**config.mk**
```make
export PLATFORM = sky130hd
export DESIGN_NAME = mem_arb
export DESIGN_NICKNAME = d
export VERILOG_FILES = /design/src/rtl/mem_arb_pkg.sv /design/src/rtl/mem_arb_pick.sv /design/src/rtl/mem_arb.sv
export SDC_FILE = /design/constraint.sdc
export NUM_CORES = 1
export LEC_CHECK = 0
export ABC_AREA = 1
export CORE_ASPECT_RATIO = 0.9
export CORE_MARGIN = 1
export CORE_UTILIZATION = 40
export DETAILED_ROUTE_END_ITERATION = 8
export HOLD_SLACK_MARGIN = 0.03
export PLACE_DENSITY = 0.78
export SYNTH_ARGS = -nofsm -noshare
export SYNTH_HDL_FRONTEND = slang
export SYNTH_SLANG_ARGS = --single-unit
```
**constraint.sdc**
```tcl
create_clock -name clk -period 1.71 [get_ports clk]
set_input_delay 0.342 -clock clk [delete_from_list [all_inputs] [get_ports clk]]
set_output_delay 0.342 -clock clk [all_outputs]
set_load 0.01 [all_outputs]
```
**src/rtl/mem_arb_pkg.sv**
```systemverilog
// Shared types for the unified-memory arbiter: FSM state and one-hot owner encoding.
package mem_arb_pkg;

    typedef enum logic [1:0] {
        IDLE = 2'd0,
        ACC  = 2'd1,
        RESP = 2'd2
    } state_t;

    // Owner encoding doubles as the grant output value.
    typedef enum logic [1:0] {
        OWN_NONE = 2'b00,
        OWN_CPU  = 2'b01,
        OWN_DMA  = 2'b10
    } owner_t;

    function automatic int cnt_width(input int n);
        return (n > 1) ? $clog2(n) : 1;
    endfunction

endpackage

```
**src/rtl/mem_arb_pick.sv**
```systemverilog
// Combinational winner selection between the CPU and DMA ports.
// MEM_ARB_RR_EN selects round-robin; otherwise fixed CPU priority with a DMA starvation override.
module arb_pick
    import mem_arb_pkg::*;
`ifdef MEM_ARB_RR_EN
(
    input  logic   cpu_req,
    input  logic   dma_req,
    input  logic   last_dma,
    output owner_t winner
);
`else
#(
    parameter int STARVE_LIMIT = 4,
    parameter int SW           = 3
) (
    input  logic          cpu_req,
    input  logic          dma_req,
    input  logic [SW-1:0] starve,
    output owner_t        winner
);
`endif

    always_comb begin
        winner = OWN_NONE;
`ifdef MEM_ARB_RR_EN
        if (cpu_req && dma_req) begin
            winner = last_dma ? OWN_CPU : OWN_DMA;
        end else if (cpu_req) begin
            winner = OWN_CPU;
        end else if (dma_req) begin
            winner = OWN_DMA;
        end
`else
        if (dma_req && starve == SW'(STARVE_LIMIT)) begin
            winner = OWN_DMA;
        end else if (cpu_req) begin
            winner = OWN_CPU;
        end else if (dma_req) begin
            winner = OWN_DMA;
        end
`endif
    end

endmodule

```
**src/rtl/mem_arb.sv**
```systemverilog
// Serialises CPU and DMA accesses onto the single unified memory, inserting wait states
// and returning a one-cycle ack. Define MEM_ARB_RR_EN for round-robin arbitration.
module mem_arb
    import mem_arb_pkg::*;
#(
    parameter int AW           = 32,
    parameter int DW           = 32,
    parameter int WAIT_CYCLES  = 1,
    parameter int STARVE_LIMIT = 4
) (
    input  logic          clk,
    input  logic          rst,
    input  logic          cpu_req,
    input  logic          cpu_we,
    input  logic [AW-1:0] cpu_addr,
    input  logic [DW-1:0] cpu_wdata,
    output logic [DW-1:0] cpu_rdata,
    output logic          cpu_ack,
    input  logic          dma_req,
    input  logic          dma_we,
    input  logic [AW-1:0] dma_addr,
    input  logic [DW-1:0] dma_wdata,
    output logic [DW-1:0] dma_rdata,
    output logic          dma_ack,
    output logic [AW-1:0] mem_addr,
    output logic [DW-1:0] mem_wdata,
    output logic          mem_we,
    input  logic [DW-1:0] mem_rdata,
    output logic          busy,
    output logic [1:0]    grant
);

    localparam int CW = cnt_width(WAIT_CYCLES);

    state_t        state_q, state_d;
    owner_t        owner_q, owner_d;
    owner_t        winner;
    logic [CW-1:0] cnt_q, cnt_d;
    logic          we_q, we_d;
    logic [AW-1:0] addr_q, addr_d;
    logic [DW-1:0] wdata_q, wdata_d;
    logic [DW-1:0] cpu_rdata_q, cpu_rdata_d;
    logic [DW-1:0] dma_rdata_q, dma_rdata_d;

`ifdef MEM_ARB_RR_EN
    logic last_dma_q, last_dma_d;

    arb_pick u_pick (
        .cpu_req  (cpu_req),
        .dma_req  (dma_req),
        .last_dma (last_dma_q),
        .winner   (winner)
    );
`else
    localparam int SW = $clog2(STARVE_LIMIT + 1);
    logic [SW-1:0] starve_q, starve_d;

    arb_pick #(
        .STARVE_LIMIT (STARVE_LIMIT),
        .SW           (SW)
    ) u_pick (
        .cpu_req (cpu_req),
        .dma_req (dma_req),
        .starve  (starve_q),
        .winner  (winner)
    );
`endif

    always_ff @(posedge clk or negedge rst) begin
        if (!rst) begin
            state_q     <= IDLE;
            owner_q     <= OWN_NONE;
            cnt_q       <= '0;
            we_q        <= 1'b0;
            addr_q      <= '0;
            wdata_q     <= '0;
            cpu_rdata_q <= '0;
            dma_rdata_q <= '0;
`ifdef MEM_ARB_RR_EN
            last_dma_q  <= 1'b1;
`else
            starve_q    <= '0;
`endif
        end else begin
            state_q     <= state_d;
            owner_q     <= owner_d;
            cnt_q       <= cnt_d;
            we_q        <= we_d;
            addr_q      <= addr_d;
            wdata_q     <= wdata_d;
            cpu_rdata_q <= cpu_rdata_d;
            dma_rdata_q <= dma_rdata_d;
`ifdef MEM_ARB_RR_EN
            last_dma_q  <= last_dma_d;
`else
            starve_q    <= starve_d;
`endif
        end
    end

    always_comb begin
        state_d     = state_q;
        owner_d     = owner_q;
        cnt_d       = cnt_q;
        we_d        = we_q;
        addr_d      = addr_q;
        wdata_d     = wdata_q;
        cpu_rdata_d = cpu_rdata_q;
        dma_rdata_d = dma_rdata_q;
`ifdef MEM_ARB_RR_EN
        last_dma_d  = last_dma_q;
`else
        starve_d    = starve_q;
`endif
        case (state_q)
            IDLE: begin
                if (winner != OWN_NONE) begin
                    state_d = ACC;
                    owner_d = winner;
                    cnt_d   = CW'(WAIT_CYCLES - 1);
                    if (winner == OWN_CPU) begin
                        we_d    = cpu_we;
                        addr_d  = cpu_addr;
                        wdata_d = cpu_wdata;
                    end else begin
                        we_d    = dma_we;
                        addr_d  = dma_addr;
                        wdata_d = dma_wdata;
                    end
`ifdef MEM_ARB_RR_EN
                    last_dma_d = (winner == OWN_DMA);
`else
                    // A CPU win while the DMA also waits counts towards the forced DMA grant.
                    if (winner == OWN_DMA) begin
                        starve_d = '0;
                    end else if (dma_req && starve_q != SW'(STARVE_LIMIT)) begin
                        starve_d = starve_q + 1'b1;
                    end
`endif
                end
            end
            ACC: begin
                if (cnt_q == '0) begin
                    state_d = RESP;
                    if (!we_q) begin
                        if (owner_q == OWN_CPU) cpu_rdata_d = mem_rdata;
                        else                    dma_rdata_d = mem_rdata;
                    end
                end else begin
                    cnt_d = cnt_q - 1'b1;
                end
            end
            RESP:    state_d = IDLE;
            default: state_d = IDLE;
        endcase
    end

    always_comb begin
        busy    = (state_q != IDLE);
        grant   = busy ? owner_q : OWN_NONE;
        mem_we  = (state_q == ACC) && we_q && (cnt_q == '0);
        cpu_ack = (state_q == RESP) && (owner_q == OWN_CPU);
        dma_ack = (state_q == RESP) && (owner_q == OWN_DMA);
    end

    assign mem_addr  = addr_q;
    assign mem_wdata = wdata_q;
    assign cpu_rdata = cpu_rdata_q;
    assign dma_rdata = dma_rdata_q;

endmodule

```
Yosys cells after proc, flatten, opt, wreduce, memory -nomap -nowiden. Cells that the tools add are included.

Register bits after elaboration: 137. Input bits: 166. Logic and storage cells: 56.

$add $sub $neg: 2. Equality and inequality tests: 10. Muxes and demuxes: 15. Bitwise gates (word level): 3. Reductions and logical operators: 17.

Operators with widths (count): 2-to-1 mux 32 bit (2); 2-to-1 mux 2 bit (6); AND reduction 4 bit (2); nonzero test 2 bit (4); equality test 2 x 1 -> 1 bit, second input constant (3); equality test 2 bit, second input constant (3); logical AND 1 bit (6); 2-to-1 mux 3 bit (2); AND reduction 2 bit (3); != test 2 bit, second input constant (2); case mux 2 bit (2 select lines) (1); adder 3 x 1 -> 3 bit, second input constant (1); equality test 3 bit, second input constant (1); 2-to-1 mux 1 bit (3); != test 3 bit, second input constant (1); NOT 1 bit (3); AND reduction 3 bit (1); logical NOT 2 bit (1); case mux 1 bit (2 select lines) (1); subtractor 1 bit, second input constant (1).

Depth between registers and ports, before layout. Gate-level depths: netlist (run 1).

Depth after elaboration: 6. Gate-level depth with buffers: 9. Depth with buffers taken out: 7.

Modules after synthesis. A second synthesis (run 1) with hierarchy kept.

Cells, all modules: 728. Area total of the unflattened synthesis: 6072.1 um^2.

By module, submodules not included: mem_arb (times used 1, cells each 720, area an instance 6038.3 um^2, seq. area each 3403.3 um^2); arb_pick (times used 1, cells each 8, area an instance 33.8 um^2, seq. area each 0.0 um^2).

Worst setup path after synthesis (run 1). No wires, ideal clock.

Kind: register to register. Start point: reg starve_q[0]. End point: reg addr_q[15], in the netlist mem_addr[15]. Library setup time: 0.118 ns. Arrival: 1.243 ns. Required time: 1.592 ns. Setup slack: 0.350 ns. Cell stages (with the launch flop): 9. Path buffers: 2. Path through: dfrtp_1 > inv_1 > ha_1 > nand3_2 > buf_2 > buf_2 > nand3_1 > nand3_1 > nand2_1.

Word-level cells in the longest chain between the ends: 5.

Ends and longest elaborated chain: start, declared (line mem_arb.sv:56) `logic [SW-1:0] starve_q, starve_d;`; start signal, assigned (line mem_arb.sv:96) `starve_q <= starve_d;`; equality test 3 bit (*) (line mem_arb_pick.sv:35) `if (dma_req && starve == SW'(STARVE_LIMIT)) begin`; logical AND 1 bit (*) (line mem_arb_pick.sv:35); 2-to-1 mux 2 bit (*) (line mem_arb_pick.sv:35); equality test 2 x 1 -> 1 bit / nonzero test 2 bit (equally long branches) (line mem_arb.sv:121, mem_arb.sv:117); 2-to-1 mux 32 bit / AND reduction 2 bit (equally long branches); end signal, assigned (line mem_arb.sv:89) `addr_q <= addr_d;`; end, declared (line mem_arb.sv:40) `logic [AW-1:0] addr_q, addr_d;`.

Mark *: on every way between the ends. The rest lies on a longest branch, timed or not. A chain may end at the register's enable or synchronous reset.

Worst setup path in the final report (run 1).
Start point: reg state_q[0]. End point: out cpu_ack.

Word-level cells in the longest chain between the ends: 2.

Ends and longest elaborated chain: start, declared (line mem_arb.sv:35) `state_t state_q, state_d;`; start signal, assigned (line mem_arb.sv:85) `state_q <= state_d;`; equality test 2 bit (line mem_arb.sv:162) `cpu_ack = (state_q == RESP) && (owner_q == OWN_CPU);`; logical AND 1 bit (line mem_arb.sv:162); end, declared (line mem_arb.sv:18) `output logic cpu_ack,`.

Every way passes these cells.

==> results of run 1 <==
==> metrics by stage <==
stage          area, µm²  hold WS [ns]  power [mW]   util
4_1_cts            10400         0.365        18.0  0.664
3_5_place_dp        9800         0.244        14.3  0.628
6_report           10500         0.372        17.8  0.670
3_3_place_gp        9800         0.246        14.1  0.628
5_1_grt            10500         0.388        19.0  0.670
2_1_floorplan       6480        0.0464        9.53      -
==> metal layers <==
metal | share of wire | vias to the layer above | track usage
met4 | 0.018 | 0 | 0.0813
met3 | 0.073 | 26 | 0.0686
met2 | 0.49 | 240 | 0.387
li1 | - | 3151 | -
met5 | 0 | - | 0
met1 | 0.42 | 2919 | 0.295
==> repair_timing <==
item,in CTS,in global routing
resized for setup,29,35
hold endpoints to repair,25,0
pin swaps,1,1
buffers inserted,1,1
hold buffers,1,0
endpoints found under the setup margin,10,32
==> layout by cell type, fill, tap and decap left out, types with 2 or more instances in the layout <==
cell,n
buf_12,11
buf_2,6
buf_4,18
buf_6,2
bufinv_16,2
clkbuf_1,2
clkbuf_16,17
clkdlybuf4s50_1,259
clkinv_2,3
clkinv_4,4
dfrtp_1,136
dlygate4sd2_1,4
dlymetal6s2s_1,28
ha_1,2
inv_1,169
inv_2,5
inv_6,2
nand2_1,273
nand2_4,2
nand3_1,130
nor2_1,4
nor2_4,3
o21ai_1,66
==> worst max path at each step <==
stage / start / endpoint / slack, ns / cells past startpoint
6_report: state_q[0] / cpu_ack / 0.03 / 3
4_1_cts: dma_rdata[9] / dma_rdata[9] / 0.002 / 1
5_1_grt: owner_q[1] / cpu_ack / -0.04 / 4
3_3_place_gp: dma_req / we_q / 0.02 / 7
3_5_place_dp: dma_req / we_q / -0.02 / 7
2_1_floorplan: starve_q[0] / mem_addr[15] / 0.35 / 8
==> flip-flops by register name (all words and copies together), names as in the netlist <==
name       count
starve_q       3
mem_wdata     32
we_q           1
cpu_rdata     32
state_q        2
owner_q        2
mem_addr      32
dma_rdata     32
==> cell type report <==
cell class,instances,share of cell area
Multi-Input combinational cell,487,0.207
Inverter,174,0.0625
Sequential cell,136,0.326
Clock inverter,13,0.0140
Tap cell,202,0.0242
Timing Repair Buffer,329,0.325
Clock buffer,19,0.0414
==> critical path, delay by kind of cell, from the launching register on <==
family / cells / cell delay [ns]
buf+inv: 2 / 0.33
flops: 1 / 0.41
simple gates: 1 / 0.19
==> power by group through the flow <==
stage | logic [mW] | clock network, mW | registers (mW)
after floorplan | 3.09 | 0 | 6.43
after global placement | 8.40 | 0 | 5.73
after detailed placement | 8.60 | 0 | 5.75
after CTS | 8.57 | 3.66 | 5.74
after global routing | 9.29 | 3.79 | 5.91
final | 8.45 | 3.60 | 5.74
==> cell families (layout without fill, tap and decap cells) <==
group,Yosys count,count (layout)
DFF,136,136
adders and majority gates,2,2
xor gates and xnor gates,1,1
AOI/OAI and AO/OA,67,67
and+or+nand+nor,417,417
buffers and inverters,222,535
==> results.yml, run 1 <==
layout:
  multiInputGateArea_um2: 2170
  drive_above_1_share: 0.0699
  final_cells: 1360
  ff_latch_area_um2: 3400
  nNetsFinal: 1313
  antenna_cells: 0
  fill_cells: 1313
  area_growth_pct: 61.2
worst_setup_path:
  criticalPathCategory: "flip-flop to primary output"
  required_ns: 1.37
  worstPathCellList: "buf_4, nor3_2, buf_2"
  max_stage_delay_ns: 0.41
  cp_max_fo: 3
  r2r_end: "we_q"
  reg2reg_from: "state_q[0]"
  cp-start-kind: "flip-flop"
  regToRegSetupSlack_ns: 0.12
  crit_arrival_ns: 1.34
  ff2ff_path_depth: 9
  cp-end-kind: "primary output"
  cpMaxStageDelayCell: "dfrtp_1"
min_path:
  min_path_type: "primary input to asynchronous set/reset pin"
synthesis:
  yosysMostFrequentCell: "nand2_1"
  syn_nets: 1013
  synth_cells: 845
  synth.avg_cell_area_um2: 7.67
  synthTopCellsByArea: "dfrtp_1 52%, nand2_1 16%, nand3_1 10%"
  ys_seq_elements: 136
  synth_compound_area_frac: 0.0535
  synth_commonest_cells: "273 x nand2_1, 171 x inv_1, 136 x dfrtp_1"
  synth_edf_count: 0
  yosys.area.top_type: "dfrtp_1"
  synthArstFlopShare: 1.00
  synth_fa_ha_area_frac: 0.00386
  dominantRegCellSynth: "dfrtp_1"
  synth-simple-area-share: 0.274
  synth.distinct_cells: 23
  synthMuxAreaShare: 0
  synth-seq-area-share: 0.525
  synth_top_area_share: 0.525
  yosys_warnings: 0
  synthesis.area_um2: 6480
  synthXorXnorAreaFrac: 0.00135
  synth_top_family_by_area: "simple AND/OR/NAND/NOR gates"
clock_tree:
  numCtsBuffers: 17
  cts_num_sinks: 136
  clockBufferDepth: 2
  cts.clk_slew.worst_paths_ns: 0.06
  cts_tree: "built"
  cts_root_buf: "clkbuf_16"
  htreeDepth: 4
  clkLatencyLatePin_ns: 0.41
sta:
  setup_ws_ns: 0.0296
  fin_crit_sh: 0.983
  worst_pin_slew_ns: 0.368
  hold_viol: 0
  fin_crit_ns: 1.68
  rsz0062_at_grt: "yes"
  tns_ns: 0
  maxSlewHeadroom: 0.754
  setup-violations-final: 0
  drv_slew: 0
  max_clock_freq_mhz: 595
  fin_worst_skew_ns: 0.00935
place:
  dp_hpwl_um: 13900
  port_buffers: 299
  place.gp.congestion: 0.771
  place_ws_ns: -0.0160
  place_inst: 1325
routing:
  drtIter0Drc: 329
  dr.pass1.iters: 5
  viasPerCell: 4.66
  drc: 0
  vias: 6336
  drt-total-wl_um: 19300
  avgRoutedWirePerCell_um: 14.2
  ant_nets: 0
global_route:
  grt_overflow: 0
  grt_usage: 0.235
  grt_max_degree: 65
  grt_pass1_vias: 5964
  antenna_found_initial: 0
  grt_pass1_wl_um: 30200
die:
  die_x_um: 136
  pin_count: 300
  fp.coreArea_um2: 15600
  row_count: 43
  start_util: 0.415
  chipHeight_um: 123
  die_area_um2: 16700
outcome:
  status: "completed"
power:
  switching_power_mw: 6.44
  seqPwrFrac: 0.323
  p_comb_frac: 0.475
  p_sw_frac: 0.362
  clkPwrFrac: 0.202
  vdd.ir_drop.worst_uv: 979
  intPower_mw: 11.3
  p_leak_nw: 5.75
  power-per-cell-area_nw_per_um2: 1700
run:
  cap_violations: 0
Note: power is estimated with default switching activity, not from simulation.
==> run 2, diff against run 1 <==
==> constraint.sdc (replaced) <==
create_clock -name clk -period 1.71 [get_ports clk]
set_input_delay 0.342 -clock clk [delete_from_list [all_inputs] [get_ports clk]]
set_output_delay 0.342 -clock clk [all_outputs]
set_load 0.005 [all_outputs]
==> run 2 against run 1 <==
  * The flow now finishes with violations (negative setup slack)
  * Highest routed layer unchanged
  * Non-clock buffer count up 4
  * Via count down 0.73%
  * Clock skew down 0.0012 ns
  * Routed wire length up 4.0%
  * Critical endpoint is now busy
  * Clock-buffer cell count down 1
  * Largest power group unchanged
  * Combinational power down 0.8%
  * Design area up 0.72%
==> results.yml, run 2 (synthesized netlist as in run 1, its figures left out) <==
outcome:
  status: "complete, but fails checks"
  violations: "negative setup slack"
run:
  cap_violations: 0
clock_tree:
  htreeDepth: 4
  clockBufferDepth: 2
  cts_root_buf: "clkbuf_16"
  cts.clk_slew.worst_paths_ns: 0.06
  cts_tree: "built"
  clkLatencyLatePin_ns: 0.42
  numCtsBuffers: 17
  cts_num_sinks: 136
worst_setup_path:
  ff2ff_path_depth: 9
  required_ns: 1.37
  criticalPathCategory: "flip-flop to primary output"
  cp-end-kind: "primary output"
  max_stage_delay_ns: 0.41
  reg2reg_from: "state_q[0]"
  cp_max_fo: 3
  worstPathCellList: "buf_6, nor2_4, buf_6, inv_4, buf_6"
  cp-start-kind: "flip-flop"
  cp_common_cell: "buf_6"
  crit_arrival_ns: 1.37
  cpMaxStageDelayCell: "dfrtp_1"
  critPathBufInv: 4
  cpLargestDelayFamily: "flip-flops"
  r2r_end: "mem_addr[30]"
  regToRegSetupSlack_ns: 0.09
layout:
  final_cell_mix: "289 x clkdlybuf4s50_1, 271 x nand2_1, 168 x inv_1"
  nNetsFinal: 1318
  final_cells: 1364
  antenna_cells: 0
  drive_above_1_share: 0.0800
  fin_util: 0.675
  layout.cells.most_common: "clkdlybuf4s50_1"
  area_growth_pct: 62.4
  final_cell_area_um2: 10500
sta:
  setup-violations-final: 1
  fin_worst_skew_ns: 0.00816
  fin_crit_ns: 1.71
  tns_ns: -0.000266
  setup_ws_ns: -0.000266
  fin_crit_sh: 1.00
  drv_slew: 0
  hold_viol: 0
  max_clock_freq_mhz: 585
  whs_ns: 0.383
  rsz0062_at_grt: "yes"
  maxSlewHeadroom: 0.768
  worst_pin_slew_ns: 0.348
power:
  clkPwrFrac: 0.189
  p_total_mw: 17.5
  vdd.ir_drop.worst_uv: 904
  p_leak_nw: 5.49
  seqPwrFrac: 0.331
  power-per-cell-area_nw_per_um2: 1660
  p_sw_frac: 0.348
  intPower_mw: 11.4
  switching_power_mw: 6.08
  p_comb_frac: 0.479
routing:
  drt-total-wl_um: 20000
  vias: 6290
  drtIter0Drc: 346
  avgRoutedWirePerCell_um: 14.7
  ant_nets: 0
  viasPerCell: 4.61
  drc: 0
  dr.pass1.iters: 5
place:
  port_buffers: 299
  dp_hpwl_um: 13900
  place_inst: 1325
  place_ws_ns: -0.0322
  place_area_um2: 9810
  place.gp.congestion: 0.786
global_route:
  grt_max_degree: 69
  grt_pass1_vias: 6062
  grt_pass1_wl_um: 30300
  grt_usage: 0.237
  grt_overflow: 0
  antenna_found_initial: 0
die:
  fp.coreArea_um2: 15600
  row_count: 43
  die_x_um: 136
  chipHeight_um: 123
  die_area_um2: 16700
  start_util: 0.415
  pin_count: 300
min_path:
  min_path_type: "primary input to asynchronous set/reset pin"
==> run 2: final cells by class <==
cell class                 count  area, µm²
fill                        1307       5080
multi-input combinational    487       2200
inverter                     174        661
timing repair inverter         1       5.00
sequential                   136       3400
timing repair buffer         333       3460
clock inverter                13       97.6
clock buffer                  18        439
tap                          202        253
==> run 2: worst reg2reg max path, stage by stage (launching register included) <==
cell       delay [ns]
dfrtp_1          0.40
buf_6            0.13
nor2_4           0.05
buf_6            0.12
buf_4            0.14
o21ai_4          0.12
clkinv_4         0.18
clkbuf_16        0.22
nand3_1          0.10
nand2_1          0.05
==> run 2: power groups by stage <==
stage / clock network, mW / registers [mW] / logic (mW)
floorplan: 0 / 5.85 / 3.08
global placement: 0 / 5.73 / 7.73
detailed placement: 0 / 5.76 / 7.95
CTS: 3.38 / 5.78 / 8.00
global route: 3.52 / 5.96 / 9.21
finish: 3.31 / 5.79 / 8.38
==> run 2: what timing repair did <==
action	CTS	global route
resized for setup	20	24
gates cloned	0	5
hold buffers	1	0
setup buffers	2	1
pin swaps	1	2
endpoints found under the hold margin	28	0
setup endpoints to repair	6	56
==> run 2: how the worst max path moves through the flow <==
stage	slack [ns]	cells after the start	to	from
after floorplan	0.35	8	mem_addr[15]	starve_q[0]
after global placement	-0.02	7	mem_addr[2]	dma_req
after detailed placement	-0.03	7	mem_addr[2]	dma_req
after CTS	-0.04	4	mem_we	state_q[0]
after global routing	-0.07	5	busy	state_q[0]
final	-0.0003	5	busy	state_q[0]
==> run 2: routing by layer <==
layer | global-route usage | part of all wire | up-vias
li1 | - | - | 3157
met1 | 0.289 | 0.42 | 2869
met2 | 0.399 | 0.48 | 232
met3 | 0.0665 | 0.072 | 32
met4 | 0.0875 | 0.020 | 0
met5 | 0 | 0 | -
